[config.mk]
export PLATFORM = sky130hd
export DESIGN_NAME = reset_req_ctrl_flat
export DESIGN_NICKNAME = d
export VERILOG_FILES = /design/src/rtl/reset_req_ctrl_if.sv /design/src/rtl/reset_req_ctrl.sv /design/src/flat_wrapper.sv
export SDC_FILE = /design/constraint.sdc
export NUM_CORES = 1
export LEC_CHECK = 0
export CAP_MARGIN = 20
export CORE_MARGIN = 4
export CORE_UTILIZATION = 62
export CTS_CLUSTER_SIZE = 24
export DETAILED_ROUTE_END_ITERATION = 7
export PLACE_DENSITY_LB_ADDON = 0.15
export SLEW_MARGIN = 20
export SYNTH_ARGS = -nofsm -noshare
export SYNTH_HDL_FRONTEND = slang
export SYNTH_SLANG_ARGS = --single-unit
[constraint.sdc]
create_clock -name sysclk -period 7.4 [get_ports sysclk]
set_clock_uncertainty 0.2 [all_clocks]
set_input_delay 1.48 -clock sysclk [delete_from_list [all_inputs] [get_ports sysclk]]
set_output_delay 1.48 -clock sysclk [all_outputs]
set_load 0.005 [all_outputs]
[src/rtl/reset_req_ctrl_if.sv]
// Purpose: groups the reset-request controller's request inputs and status
// outputs into one bundle.
//   master : drives btn_reset_n, sw_reset, sw_key; observes the status outputs
//   slave  : the controller; drives reset_req, busy, reset_cause, sw_ack
interface reset_req_ctrl_if;
  logic       btn_reset_n;  // raw front-panel button, active-low, async
  logic       sw_reset;     // one-cycle software reset strobe
  logic [7:0] sw_key;       // key qualifying sw_reset
  logic       reset_req;    // high = hold system in reset
  logic       busy;         // high while a pulse or holdoff is running
  logic [1:0] reset_cause;  // 0 power-on, 1 button, 2 software
  logic       sw_ack;       // one-cycle ack of an accepted software request

  modport master (
    output btn_reset_n, sw_reset, sw_key,
    input  reset_req, busy, reset_cause, sw_ack
  );

  modport slave (
    input  btn_reset_n, sw_reset, sw_key,
    output reset_req, busy, reset_cause, sw_ack
  );
endinterface

[src/rtl/reset_req_ctrl.sv]
// Purpose: turns a bouncing front-panel button, a keyed software strobe and
// power-on into a stretched, rate-limited system reset request.
// Ports:
//   sysclk  - system clock
//   reset_n - asynchronous active-low reset (starts a power-on pulse)
//   bus     - reset_req_ctrl_if.slave: button/software inputs, status outputs
module reset_req_ctrl #(
  parameter int unsigned DEBOUNCE_CYCLES = 28636,
  parameter int unsigned PULSE_CYCLES    = 64,
  parameter int unsigned HOLDOFF_CYCLES  = 1024
) (
  input  logic              sysclk,
  input  logic              reset_n,
  reset_req_ctrl_if.slave   bus
);

  localparam int unsigned CNT_W = 16;
  localparam logic [CNT_W-1:0] DEB_LAST   = CNT_W'(DEBOUNCE_CYCLES - 1);
  localparam logic [CNT_W-1:0] PULSE_LOAD = CNT_W'(PULSE_CYCLES - 1);
  localparam logic [CNT_W-1:0] HOLD_LOAD  = CNT_W'(HOLDOFF_CYCLES - 1);
  localparam logic [7:0]       SW_KEY_OK  = 8'hA5;
  localparam logic [1:0]       CAUSE_POR  = 2'd0;
  localparam logic [1:0]       CAUSE_BTN  = 2'd1;
  localparam logic [1:0]       CAUSE_SW   = 2'd2;

  typedef enum logic [1:0] {
    ST_IDLE    = 2'd0,
    ST_PULSE   = 2'd1,
    ST_HOLDOFF = 2'd2
  } state_e;

  logic             sync1_q, sync2_q;
  logic             level_q, level_d;
  logic             level_prev_q;
  logic [CNT_W-1:0] deb_cnt_q, deb_cnt_d;
  state_e           state_q, state_d;
  logic [CNT_W-1:0] cnt_q, cnt_d;
  logic [1:0]       cause_q, cause_d;
  logic             req_q, req_d;
  logic             busy_q, busy_d;
  logic             ack_q, ack_d;
  logic             btn_evt_c, sw_evt_c;

  // Debouncer: level follows the synchronized button only after it has
  // differed for DEBOUNCE_CYCLES consecutive cycles.
  always_comb begin
    level_d   = level_q;
    deb_cnt_d = deb_cnt_q;
    if (sync2_q == level_q) begin
      deb_cnt_d = '0;
    end else if (deb_cnt_q == DEB_LAST) begin
      level_d   = sync2_q;
      deb_cnt_d = '0;
    end else begin
      deb_cnt_d = deb_cnt_q + CNT_W'(1);
    end
  end

  // Press is the falling edge of the debounced level; release is ignored.
  assign btn_evt_c = level_prev_q & ~level_q;
  assign sw_evt_c  = bus.sw_reset & (bus.sw_key == SW_KEY_OK);

  // Sequencer: IDLE -> PULSE -> HOLDOFF -> IDLE, one shared down-counter.
  always_comb begin
    state_d = state_q;
    cnt_d   = cnt_q;
    cause_d = cause_q;
    ack_d   = 1'b0;
    unique case (state_q)
      ST_IDLE: begin
        // Button has priority when both arrive together.
        if (btn_evt_c) begin
          state_d = ST_PULSE;
          cnt_d   = PULSE_LOAD;
          cause_d = CAUSE_BTN;
        end else if (sw_evt_c) begin
          state_d = ST_PULSE;
          cnt_d   = PULSE_LOAD;
          cause_d = CAUSE_SW;
          ack_d   = 1'b1;
        end
      end
      ST_PULSE: begin
        // A held button keeps reloading, stretching the pulse past release.
        if (!level_q) begin
          cnt_d = PULSE_LOAD;
        end else if (cnt_q != '0) begin
          cnt_d = cnt_q - CNT_W'(1);
        end else begin
          state_d = ST_HOLDOFF;
          cnt_d   = HOLD_LOAD;
        end
      end
      ST_HOLDOFF: begin
        if (cnt_q != '0) begin
          cnt_d = cnt_q - CNT_W'(1);
        end else begin
          state_d = ST_IDLE;
        end
      end
      default: begin
        state_d = ST_IDLE;
      end
    endcase
    req_d  = (state_d == ST_PULSE);
    busy_d = (state_d != ST_IDLE);
  end

  // All state; reset starts a power-on pulse.
  always_ff @(posedge sysclk or negedge reset_n) begin
    if (!reset_n) begin
      sync1_q      <= 1'b1;
      sync2_q      <= 1'b1;
      level_q      <= 1'b1;
      level_prev_q <= 1'b1;
      deb_cnt_q    <= '0;
      state_q      <= ST_PULSE;
      cnt_q        <= PULSE_LOAD;
      cause_q      <= CAUSE_POR;
      req_q        <= 1'b1;
      busy_q       <= 1'b1;
      ack_q        <= 1'b0;
    end else begin
      sync1_q      <= bus.btn_reset_n;
      sync2_q      <= sync1_q;
      level_q      <= level_d;
      level_prev_q <= level_q;
      deb_cnt_q    <= deb_cnt_d;
      state_q      <= state_d;
      cnt_q        <= cnt_d;
      cause_q      <= cause_d;
      req_q        <= req_d;
      busy_q       <= busy_d;
      ack_q        <= ack_d;
    end
  end

  assign bus.reset_req   = req_q;
  assign bus.busy        = busy_q;
  assign bus.reset_cause = cause_q;
  assign bus.sw_ack      = ack_q;

endmodule
[src/flat_wrapper.sv]
// flat-port wrapper written by rule: the top's interface ports become plain ports
module reset_req_ctrl_flat 
#(
  parameter int unsigned DEBOUNCE_CYCLES = 28636,
  parameter int unsigned PULSE_CYCLES    = 64,
  parameter int unsigned HOLDOFF_CYCLES  = 1024
)
  (sysclk, reset_n, bus_btn_reset_n, bus_sw_reset, bus_sw_key, bus_reset_req, bus_busy, bus_reset_cause, bus_sw_ack);
  reset_req_ctrl_if bus_i ();
  input  logic sysclk;
  input  logic reset_n;
  input wire logic [$bits(bus_i.btn_reset_n)-1:0] bus_btn_reset_n;
  input wire logic [$bits(bus_i.sw_reset)-1:0] bus_sw_reset;
  input wire logic [$bits(bus_i.sw_key)-1:0] bus_sw_key;
  output wire logic [$bits(bus_i.reset_req)-1:0] bus_reset_req;
  output wire logic [$bits(bus_i.busy)-1:0] bus_busy;
  output wire logic [$bits(bus_i.reset_cause)-1:0] bus_reset_cause;
  output wire logic [$bits(bus_i.sw_ack)-1:0] bus_sw_ack;
  assign bus_i.btn_reset_n = bus_btn_reset_n;
  assign bus_i.sw_reset = bus_sw_reset;
  assign bus_i.sw_key = bus_sw_key;
  assign bus_reset_req = bus_i.reset_req;
  assign bus_busy = bus_i.busy;
  assign bus_reset_cause = bus_i.reset_cause;
  assign bus_sw_ack = bus_i.sw_ack;
  reset_req_ctrl #(.DEBOUNCE_CYCLES(DEBOUNCE_CYCLES), .PULSE_CYCLES(PULSE_CYCLES), .HOLDOFF_CYCLES(HOLDOFF_CYCLES)) u_core (.sysclk(sysclk), .reset_n(reset_n), .bus(bus_i));
endmodule
==> results.sh, run 1 <==
export IMPL_synth_commonest_cells="dfrtp_1, nor2_1, nand2_1"
export IMPL_tns_ns=0
export IMPL_hold_viol_final=0
export IMPL_yosys_warnings=0
export IMPL_io_pins=17
export IMPL_antenna_found_initial=0
export IMPL_ant_nets=0
export IMPL_yosysTopAreaCell="dfrtp_1"
export IMPL_crit_slowest_cell="a2111o_1"
export IMPL_critPathTopFamily="compound AO/OA/AOI/OAI gates"
export IMPL_synth_distinct_cells=47
export IMPL_clockRootBuffer="clkbuf_8"
export IMPL_ys_seq_area_share_pct=47.3
export IMPL_initial_core_util_pct=66.5
export IMPL_p_leak_uw=0.00111
export IMPL_viasPerCell=5.89
export IMPL_cts_setup_buffers=0
export IMPL_swShare_pct=30.7
export IMPL_path_cells="clkdlybuf4s50_1 -> nor4bb_1 -> nand4_1 -> a2111o_1 -> o41ai_1"
export IMPL_ir_worst_vdd_mv=0.149
export IMPL_min_path_type="reg -> reg"
export IMPL_p_comb_share_pct=18.9
export IMPL_seqPwrFrac_pct=53.4
export IMPL_yosysMostFrequentCell="dfrtp_1"
export IMPL_cp_required_ns=7.38
export IMPL_cp_end_kind="flop"
export IMPL_slew_headroom_pct=39.1
export IMPL_hpwl_um=3170
export IMPL_clk_latency_ns=0.30
export IMPL_syn2layout_area_growth_pct=11.6
export IMPL_ys_ff_latch=43
export IMPL_worst_setup_path_start_kind="primary input"
export IMPL_crit_type="in -> reg"
export IMPL_tightest_slew_ns=0.913
export IMPL_ctsResizeCount=0
export IMPL_clk_path_buf_depth=2
export IMPL_cts_buffers=5
export IMPL_clock_sinks=43
export IMPL_syn_cell_area_sq_um=2310
export IMPL_netlist_instances=232
export IMPL_dr_pass1_iters=4
export IMPL_cp_num_buf_inv=1
export IMPL_max_stage_delay_ns=0.55
export IMPL_cp_max_fo=7
export IMPL_wire_per_inst_um=15.5
export IMPL_cts_tree="done"
export IMPL_synth_area_leaders="dfrtp_1, dfstp_2, nor2_1"
export IMPL_cts_clk_slew_worst_paths_ns=0.08
export IMPL_synthArstFlopShare_pct=100
export IMPL_synth_top_flop_cell="dfrtp_1"
export IMPL_slew_violations=0
export IMPL_diodes=0
export IMPL_status="completed"
export IMPL_synth_edf_count=0
export IMPL_setup_violations_final=0
export IMPL_fp_coreArea_sq_um=3470
export IMPL_dieHeight_um=69
export IMPL_synth_nets=251
export IMPL_htreeDepth=2
export IMPL_layout_drive_gt1_share_pct=13.3
export IMPL_pwr_share_clk_pct=27.7
export IMPL_period_share_pct=47.1
export IMPL_power_density_nw_per_um2=232
export IMPL_io_buffers=16
export IMPL_num_rows=21
export IMPL_routed_wl_um=4570
export IMPL_grt_pass1_vias=1789
export IMPL_grt_usage_pct=20.1
export IMPL_rsz0062_at_grt="no"
export IMPL_avgSynthCellArea_sq_um=9.94
export IMPL_drv_cap=0
export IMPL_whs_ns=0.166
export IMPL_drtIter0Drc=131
export IMPL_die_x_um=69
export IMPL_gp_congestion=0.842
export IMPL_grt_pass1_wl_um=7910
export IMPL_fmax_mhz=287
export IMPL_crit_arrival_ns=3.47
export IMPL_ctsHoldBuffers=0
export IMPL_power_switching_uw=184
export IMPL_layout_min_cycle_time_ns=3.48
export IMPL_p_int_uw=414
export IMPL_drc_errors=0
export IMPL_grt_max_degree=44
export IMPL_grt_ovfl_total=0
export IMPL_synth_top_cell_area_share_pct=32.5
export IMPL_fin_nets=267
export IMPL_vias=1738
export IMPL_die_area_sq_um=4760
==> sequential cells by signal (all words and copies together), names as in the netlist <==
register and count:
u_core.bus.reset_cause 2, u_core.sync1_q 1, u_core.state_q 2, u_core.deb_cnt_q 16, u_core.level_prev_q 1, u_core.cnt_q 16
u_core.sync2_q 1, u_core.bus.busy 1, u_core.bus.sw_ack 1, u_core.level_q 1, u_core.bus.reset_req 1
==> cell type report <==
class,count,area [sq um]
repair buffers,16,155
fillers,251,893
multi-input cells,172,1130
clock buffers,7,96.3
inverters,10,37.5
well taps,46,57.6
clock inverters,1,7.51
flip-flops and latches,43,1090
==> stage by stage <==
stage / total power (uW) / setup slack, ns / cells / cell area, sq um / utilization [%]
6_report: 598 / 3.92 / 295 / 2570 / 74.2
3_3_place_gp: 427 / 3.76 / 287 / 2470 / 71.2
2_1_floorplan: 396 / 4.33 / 232 / 2310 / -
3_5_place_dp: 434 / 3.61 / 287 / 2470 / 71.2
5_1_grt: 633 / 3.77 / 295 / 2570 / 74.2
4_1_cts: 601 / 3.90 / 295 / 2570 / 74.2
==> kinds of logic (layout without fill, tap and decap cells) <==
kind of cell | count (synthesis) | in the layout | synth area share (%)
fa+ha+maj | 7 | 7 | 3.80
mux | 1 | 1 | 0.488
flops | 43 | 43 | 47.3
xor+xnor | 15 | 15 | 5.69
simple gates | 91 | 91 | 21.4
buf+inv | 17 | 34 | 3.74
compound gates | 58 | 58 | 17.5
==> power by group through the flow <==
stage	logic, uW	registers [uW]	clock network, uW
4_1_cts	112	319	170
2_1_floorplan	83.2	313	0
5_1_grt	127	324	182
3_3_place_gp	106	321	0
3_5_place_dp	110	323	0
6_report	113	319	166
==> routing by layer <==
| metal | global-route usage [%] | vias to the layer above | share of wire (%) |
|---|---|---|---|
| li1 | - | 857 | - |
| met1 | 25.2 | 821 | 45 |
| met2 | 32.1 | 50 | 47 |
| met3 | 4.36 | 10 | 5.0 |
| met4 | 11.1 | 0 | 2.2 |
| met5 | 0 | - | 0 |
==> placed cells by master (no fill, tap or decap), drive strengths merged, types with 3 or more instances in the layout <==
master	n
or2	3
o31ai	3
a31oi	7
nand2	18
ha	7
clkbuf	7
o22a	4
a211oi	6
a21oi	11
dfrtp	30
o21ai	16
and3	4
nor2	29
xor2	10
clkdlybuf4s50	15
nand4	3
xnor2	5
nor3	10
nand3	8
dfstp	13
inv	10
==> worst paths after layout <==
check,from,end,slack [ns],cells past startpoint
worst max register to register,u_core.cnt_q[0],u_core.cnt_q[6],4.81,7
worst min-delay path,u_core.sync1_q,u_core.sync2_q,0.17,0
min in group asynchronous,reset_n,u_core.bus.reset_cause[1],1.11,1
worst max-delay path,bus_sw_key[5],u_core.cnt_q[12],3.92,5
worst min register to register,u_core.sync1_q,u_core.sync2_q,0.17,0
max in group asynchronous,reset_n,u_core.cnt_q[10],5.33,1
Note: power is estimated with default switching activity, not from simulation.
==> run 2, diff against run 1 <==
--- a/config.mk
+++ b/config.mk
@@ -7,7 +7,7 @@
 export LEC_CHECK = 0
 export CAP_MARGIN = 20
 export CORE_MARGIN = 4
-export CORE_UTILIZATION = 62
+export CORE_UTILIZATION = 52
 export CTS_CLUSTER_SIZE = 24
 export DETAILED_ROUTE_END_ITERATION = 7
 export PLACE_DENSITY_LB_ADDON = 0.15
==> constraint.sdc (replaced) <==
create_clock -name sysclk -period 3 [get_ports sysclk]
set_clock_uncertainty 0.2 [all_clocks]
set_input_delay 0.6 -clock sysclk [delete_from_list [all_inputs] [get_ports sysclk]]
set_output_delay 0.6 -clock sysclk [all_outputs]
set_load 0.005 [all_outputs]
==> results.sh, run 2 (synthesis results as in run 1) <==
export IMPL_rsz0062_at_grt="no"
export IMPL_status="completed"
export IMPL_grt_ovfl_total=0
export IMPL_htreeDepth=2
export IMPL_cp_end_kind="flop"
export IMPL_drc_errors=0
export IMPL_cp_max_fo=25
export IMPL_cp_required_ns=2.98
export IMPL_grt_max_degree=44
export IMPL_clk_latency_ns=0.29
export IMPL_dr_pass1_iters=4
export IMPL_worst_setup_path_start_kind="flop"
export IMPL_ctsHoldBuffers=0
export IMPL_antenna_found_initial=0
export IMPL_wire_per_inst_um=14.1
export IMPL_ant_nets=0
export IMPL_ctsResizeCount=0
export IMPL_p_comb_share_pct=18.8
export IMPL_drtIter0Drc=81
export IMPL_diodes=0
export IMPL_ir_worst_vdd_mv=0.335
export IMPL_p_int_uw=1070
export IMPL_fin_nets=269
export IMPL_layout_min_cycle_time_ns=2.61
export IMPL_vias=1727
export IMPL_grt_usage_pct=16.9
export IMPL_grt_pass1_vias=1586
export IMPL_io_pins=17
export IMPL_clk_path_buf_depth=2
export IMPL_fmax_mhz=383
export IMPL_finalWorstSetupSlack_ns=0.389
export IMPL_io_buffers=16
export IMPL_num_rows=23
export IMPL_crit_arrival_ns=2.59
export IMPL_initial_core_util_pct=55.7
export IMPL_layout_common_cells="dfrtp_1, nor2_1, nand2_1, o21ai_1, clkdlybuf4s50_1"
export IMPL_power_density_nw_per_um2=584
export IMPL_slew_headroom_pct=37.3
export IMPL_swShare_pct=29.3
export IMPL_crit_type="reg -> reg"
export IMPL_die_area_sq_um=5570
export IMPL_min_path_type="reg -> reg"
export IMPL_cts_buffers=5
export IMPL_viasPerCell=5.74
export IMPL_place_worst_setup_slack_ns=0.223
export IMPL_die_x_um=74.6
export IMPL_slew_violations=0
export IMPL_clockRootBuffer="clkbuf_8"
export IMPL_final_common_cell="dfrtp_1"
export IMPL_cts_setup_buffers=0
export IMPL_pwr_share_clk_pct=29.7
export IMPL_setup_violations_final=0
export IMPL_hold_viol_final=0
export IMPL_grt_pass1_wl_um=7280
export IMPL_syn2layout_area_growth_pct=12.7
export IMPL_clock_sinks=43
export IMPL_fp_coreArea_sq_um=4140
export IMPL_hpwl_um=2980
export IMPL_tightest_slew_ns=0.941
export IMPL_gp_congestion=0.784
export IMPL_tns_ns=0
export IMPL_cts_clk_slew_worst_paths_ns=0.08
export IMPL_routed_wl_um=4250
export IMPL_layout_drive_gt1_share_pct=13.5
export IMPL_drv_cap=0
export IMPL_cts_tree="done"
export IMPL_power_switching_uw=446
export IMPL_p_leak_uw=0.00112
export IMPL_period_share_pct=87.0
export IMPL_top_regs="u_core.cnt_q x16, u_core.deb_cnt_q x16"
export IMPL_seqPwrFrac_pct=51.5
export IMPL_dieHeight_um=74.6
run 2: cell types whose count changed in the layout (fill, tap and decap cells not counted):
cell	previous run	this run
buf_4	0	2
clkbuf_8	7	5
bufinv_16	0	1
clkbuf_1	0	1
run 2: cell type report:
class / count / area [sq um]
clock buffer: 6 / 72.6
clock inverter: 2 / 37.5
fill: 346 / 1540
inverter: 10 / 37.5
multi-input combinational: 172 / 1130
sequential: 43 / 1090
tap: 50 / 62.6
timing repair buffer: 18 / 170
run 2: power by group through the flow:
| stage | registers (uW) | clock network, uW | logic, uW |
|---|---|---|---|
| floorplan | 773 | 0 | 205 |
| global placement | 790 | 0 | 280 |
| detailed placement | 789 | 0 | 289 |
| CTS | 781 | 466 | 288 |
| global route | 796 | 483 | 333 |
| finish | 782 | 452 | 286 |
run 2: per-stage QoR:
stage / power (uW) / instances / hold WS [ns] / util [%] / area [sq um]
2_1_floorplan: 978 / 232 / 0.104 / - / 2310
4_1_cts: 1530 / 301 / 0.160 / 62.8 / 2600
3_5_place_dp: 1080 / 293 / 0.147 / 60.1 / 2490
3_3_place_gp: 1070 / 293 / 0.147 / 60.1 / 2490
5_1_grt: 1610 / 301 / 0.164 / 62.8 / 2600
6_report: 1520 / 301 / 0.160 / 62.8 / 2600
run 2: final timing paths:
path / from / end / slack [ns] / depth (start not counted)
min reg2reg: u_core.sync1_q / u_core.sync2_q / 0.16 / 0
min in group asynchronous: reset_n / u_core.deb_cnt_q[7] / 0.24 / 1
max reg2reg: u_core.cnt_q[0] / u_core.cnt_q[6] / 0.39 / 7
min: u_core.sync1_q / u_core.sync2_q / 0.16 / 0
max in group asynchronous: reset_n / u_core.cnt_q[6] / 1.77 / 1
max: u_core.cnt_q[0] / u_core.cnt_q[6] / 0.39 / 7
run 2: critical path: stages (launching register included):
cell	delay, ns
dfstp_2	0.37
inv_1	0.13
ha_1	0.19
nor4b_1	0.39
and4_1	0.52
a221o_4	0.42
a21oi_1	0.09
o22a_1	0.18
run 2: per-layer routing:
metal  GRT usage, %  share of wire [%]  vias to the layer above
met5              0                  0                        -
met4           4.94               0.80                        0
met3           4.94                5.1                        4
met2           24.1                 42                       37
met1           25.0                 52                      820
li1               -                  -                      866
==> RTL edit 1 (flow settings as in run 2) <==
Set the localparam `CNT_W` to 12 (it was 16).
--- a/src/rtl/reset_req_ctrl.sv
+++ b/src/rtl/reset_req_ctrl.sv
@@ -16,3 +16,3 @@
 
-  localparam int unsigned CNT_W = 16;
+  localparam int unsigned CNT_W = 12;
   localparam logic [CNT_W-1:0] DEB_LAST   = CNT_W'(DEBOUNCE_CYCLES - 1);
Check against the original RTL: same outputs for any inputs over 10 cycles, from zero or initial values and one cycle with reset_n low; that may be too few to reach the edited logic, so the function may still have changed.
==> RTL edit 1 against run 2 <==
- area after synthesis down 12%
- final area down 11%
- sequential share of layout area down 3.5 points
- critical path type unchanged
- sequential cell count down 8
- worst setup slack better by 230 ps
- synthesized cell count down 12%
- wire length up 4.8%
Power is not compared: it rests on default switching activity, and its combinational part moved more than twofold at a synthesized area within 25%.
==> RTL edit 1: results (changes against run 2) <==
[status]
outcome=finished, final reports clean  ; unchanged

[layout]
layout-drive-gt1-share_pct=16.7  ; was 13.5%
top_regs=u_core.cnt_q: 12 flops, u_core.deb_cnt_q: 12 flops  ; was u_core.cnt_q: 16 flops, u_core.deb_cnt_q: 16 flops
fillers=322  ; was 346
register_area_um2=892  ; was 1090 um^2

[grt]
grt_usage_pct=19.8  ; was 16.9%
grtUsageMet3_pct=5.04  ; was 4.94%
grt_pass1_vias=1636  ; was 1586
grtUsageMet1_pct=26.0  ; was 25.0%
grt_pass1_wl_um=7800  ; was 7280 um
grt_max_degree=36  ; was 44
use_met2_pct=30.7  ; was 24.1%

[critical_path]
cp_slowest_cell=nor4b_1  ; was and4_1
cp_slowest_stage_delay_ps=550  ; was 520 ps
r2r-end=u_core.cnt_q[9]$_DFFE_PN0P_  ; was u_core.cnt_q[6]$_DFFE_PN0P_
cp_max_fo=15  ; was 25

[synthesis]
yosys.area_share.xor_xnor_pct=4.75  ; was 5.69%
ys_seq_area_share_pct=44.0  ; was 47.3%
synth_mux_area_share_pct=0.555  ; was 0.488%
synth-compound-area-share_pct=20.6  ; was 17.5%

[placement]
placed_cells=262  ; was 293
dp_worst_setup_slack_ps=382  ; was 223 ps

[detailed_routing]
viasPerCell=6.17  ; was 5.74
dr_wl_met2_um=2180  ; was 1800 um
postRouteWirelength_um=4450  ; was 4250 um
wl_met3_um=255  ; was 218 um
routedWlPerCell_um=16.5  ; was 14.1 um

-- RTL edit 1: changes by cell type after synthesis, sizes merged, moves of 5 or more --
cell / before / now
o211ai: 0 / 7
a211oi: 6 / 0
o21ai: 16 / 2
nor2: 29 / 20
dfrtp: 30 / 22
nand2: 18 / 7
xor2: 10 / 3
nor4: 2 / 7
o2bb2ai: 0 / 6
-- RTL edit 1: final cells by class --
cell class,count,area share [%]
multi-input cells,146,44.4
well taps,48,2.59
repair buffers,21,8.54
flip-flops and latches,35,38.5
inverters,12,1.95
clock buffers,7,3.73
clock inverters,1,0.216
-- RTL edit 1: power by group --
group          leakage (nW)  switching [mW]  total, mW  internal, mW
sequential            0.419         0.00363      0.482         0.478
combinational         0.445          0.0182     0.0360        0.0178
clock                0.0482           0.166      0.351         0.185
total                 0.912           0.187      0.869         0.681
==> RTL edit 2 (config.mk and constraints of run 2) <==
Made on the original files. Encoding of `state_e`: now one-hot (3 bits for 3 states).
--- a/src/rtl/reset_req_ctrl.sv
+++ b/src/rtl/reset_req_ctrl.sv
@@ -25,6 +25,6 @@
 
-  typedef enum logic [1:0] {
-    ST_IDLE    = 2'd0,
-    ST_PULSE   = 2'd1,
-    ST_HOLDOFF = 2'd2
+  typedef enum logic [2:0] {
+    ST_IDLE    = 3'b001,
+    ST_PULSE   = 3'b010,
+    ST_HOLDOFF = 3'b100
   } state_e;
Behaviour: no difference found for any inputs over 10 cycles, from zero or initial values and one cycle with reset_n low; not proved beyond that.
==> RTL edit 2 against run 2 <==
- die area fell by 2.1%
- sequential cell count increased by 1
- register-to-register slack got worse by 99 ps
- wire length is 2.0% lower
- via count down 1.0%
- final area about the same
- fmax fell by 6.4%
- area after synthesis fell by 2.4%
- worst setup slack lost 180 ps
- critical path type is now input pin to register
Power is not compared: it rests on default switching activity, and its combinational part moved more than twofold at a synthesized area within 25%.
==> RTL edit 2: results (changes against run 2) <==
[status]
outcome=finished, final reports clean  ; unchanged

[power]
total_power_mw=1.10

[grt]
use_met2_pct=27.3  ; was 24.1%
grt_pass1_wl_um=7530  ; was 7280 um
grtUsageMet1_pct=23.6  ; was 25.0%
grt_max_degree=33  ; was 44
grt_usage_pct=17.7  ; was 16.9%
grtUsageMet3_pct=4.38  ; was 4.94%

[placement]
placed_cells=291  ; was 293
placed_cell_area_um2=2470  ; was 2490 um^2
dp_worst_setup_slack_ps=-75.2  ; was 223 ps

[sta]
period_needed_ps=2790  ; was 2610 ps
max-slew-margin-rel_pct=55.4  ; was 37.3%

[synthesis]
ys_types=52  ; was 47
synth_fa_ha_area_share_pct=1.67  ; was 3.80%
ys_top_cells_by_area=dfrtp_1 (34%), dfstp_2 (15%), nor2_1 (5.7%)  ; was dfrtp_1 (33%), dfstp_2 (15%), nor2_1 (4.7%)
ys_seq_area_share_pct=49.6  ; was 47.3%
synth_mux_area_share_pct=0.500  ; was 0.488%
synthTopCellsByCount=nor2_1 (34), dfrtp_1 (31), nand2_1 (18)  ; was dfrtp_1 (30), nor2_1 (29), nand2_1 (18)
synth-compound-area-share_pct=15.0  ; was 17.5%
yosys.area_share.xor_xnor_pct=6.22  ; was 5.69%

[layout]
layout.cells.non_filler=300  ; was 301
layout-drive-gt1-share_pct=15.6  ; was 13.5%
nets=264  ; was 269
fillers=350  ; was 346
top_regs=u_core.cnt_q: 16 flops, u_core.deb_cnt_q: 16 flops, u_core.state_q: 3 flops  ; was u_core.cnt_q: 16 flops, u_core.deb_cnt_q: 16 flops

[critical_path]
cp_slowest_cell=or4_1  ; was and4_1
worstRegToRegCells=5  ; was 7
cp_slowest_stage_delay_ps=590  ; was 520 ps
cp_max_fo=9  ; was 25

RTL edit 2: cell count changes after synthesis, moves of 4 or more:
| cell | delta |
|---|---|
| nor2_1 | +5 |
| a211oi_1 | -4 |
| a31oi_1 | -5 |
| or4_1 | +5 |
| ha_1 | -4 |
| o21ai_1 | -15 |
RTL edit 2: what timing repair did:
action,4_1_cts,5_1_grt
endpoints found under the hold margin,6,0
hold buffers,1,0
buffers inserted,0,0
gates resized for setup,0,0
RTL edit 2: path summary, 6_finish.rpt:
kind	from	endpoint	slack [ps]
hold reg to reg	u_core.sync1_q$_DFF_PN1_	u_core.sync2_q$_DFF_PN1_	160
hold / removal	u_core.sync1_q$_DFF_PN1_	u_core.sync2_q$_DFF_PN1_	160
setup reg to reg	u_core.cnt_q[10]$_DFFE_PN0P_	u_core.cnt_q[6]$_DFFE_PN0P_	290
min in group asynchronous	reset_n	u_core.bus.sw_ack$_DFF_PN0_	510
setup / recovery	bus_sw_key[1]	u_core.cnt_q[15]$_DFFE_PN0P_	210
max in group asynchronous	reset_n	u_core.cnt_q[4]$_DFFE_PN1P_	1360
RTL edit 2: layout make-up:
| cell class | count | area, um^2 | area share, % |
|---|---|---|---|
| multi-input combinational | 168 | 1070 | 41.2 |
| clock buffer | 5 | 68.8 | 2.65 |
| inverter | 8 | 30.0 | 1.15 |
| sequential | 44 | 1120 | 43.0 |
| timing repair buffer | 22 | 203 | 7.80 |
| clock inverter | 3 | 46.3 | 1.78 |
| tap | 50 | 62.6 | 2.41 |
RTL edit 2: layer usage:
metal / vias up / routed length [um]
li1: 853 / -
met1: 812 / 2010
met2: 40 / 1840
met3: 4 / 254
met4: 0 / 58
met5: - / 0
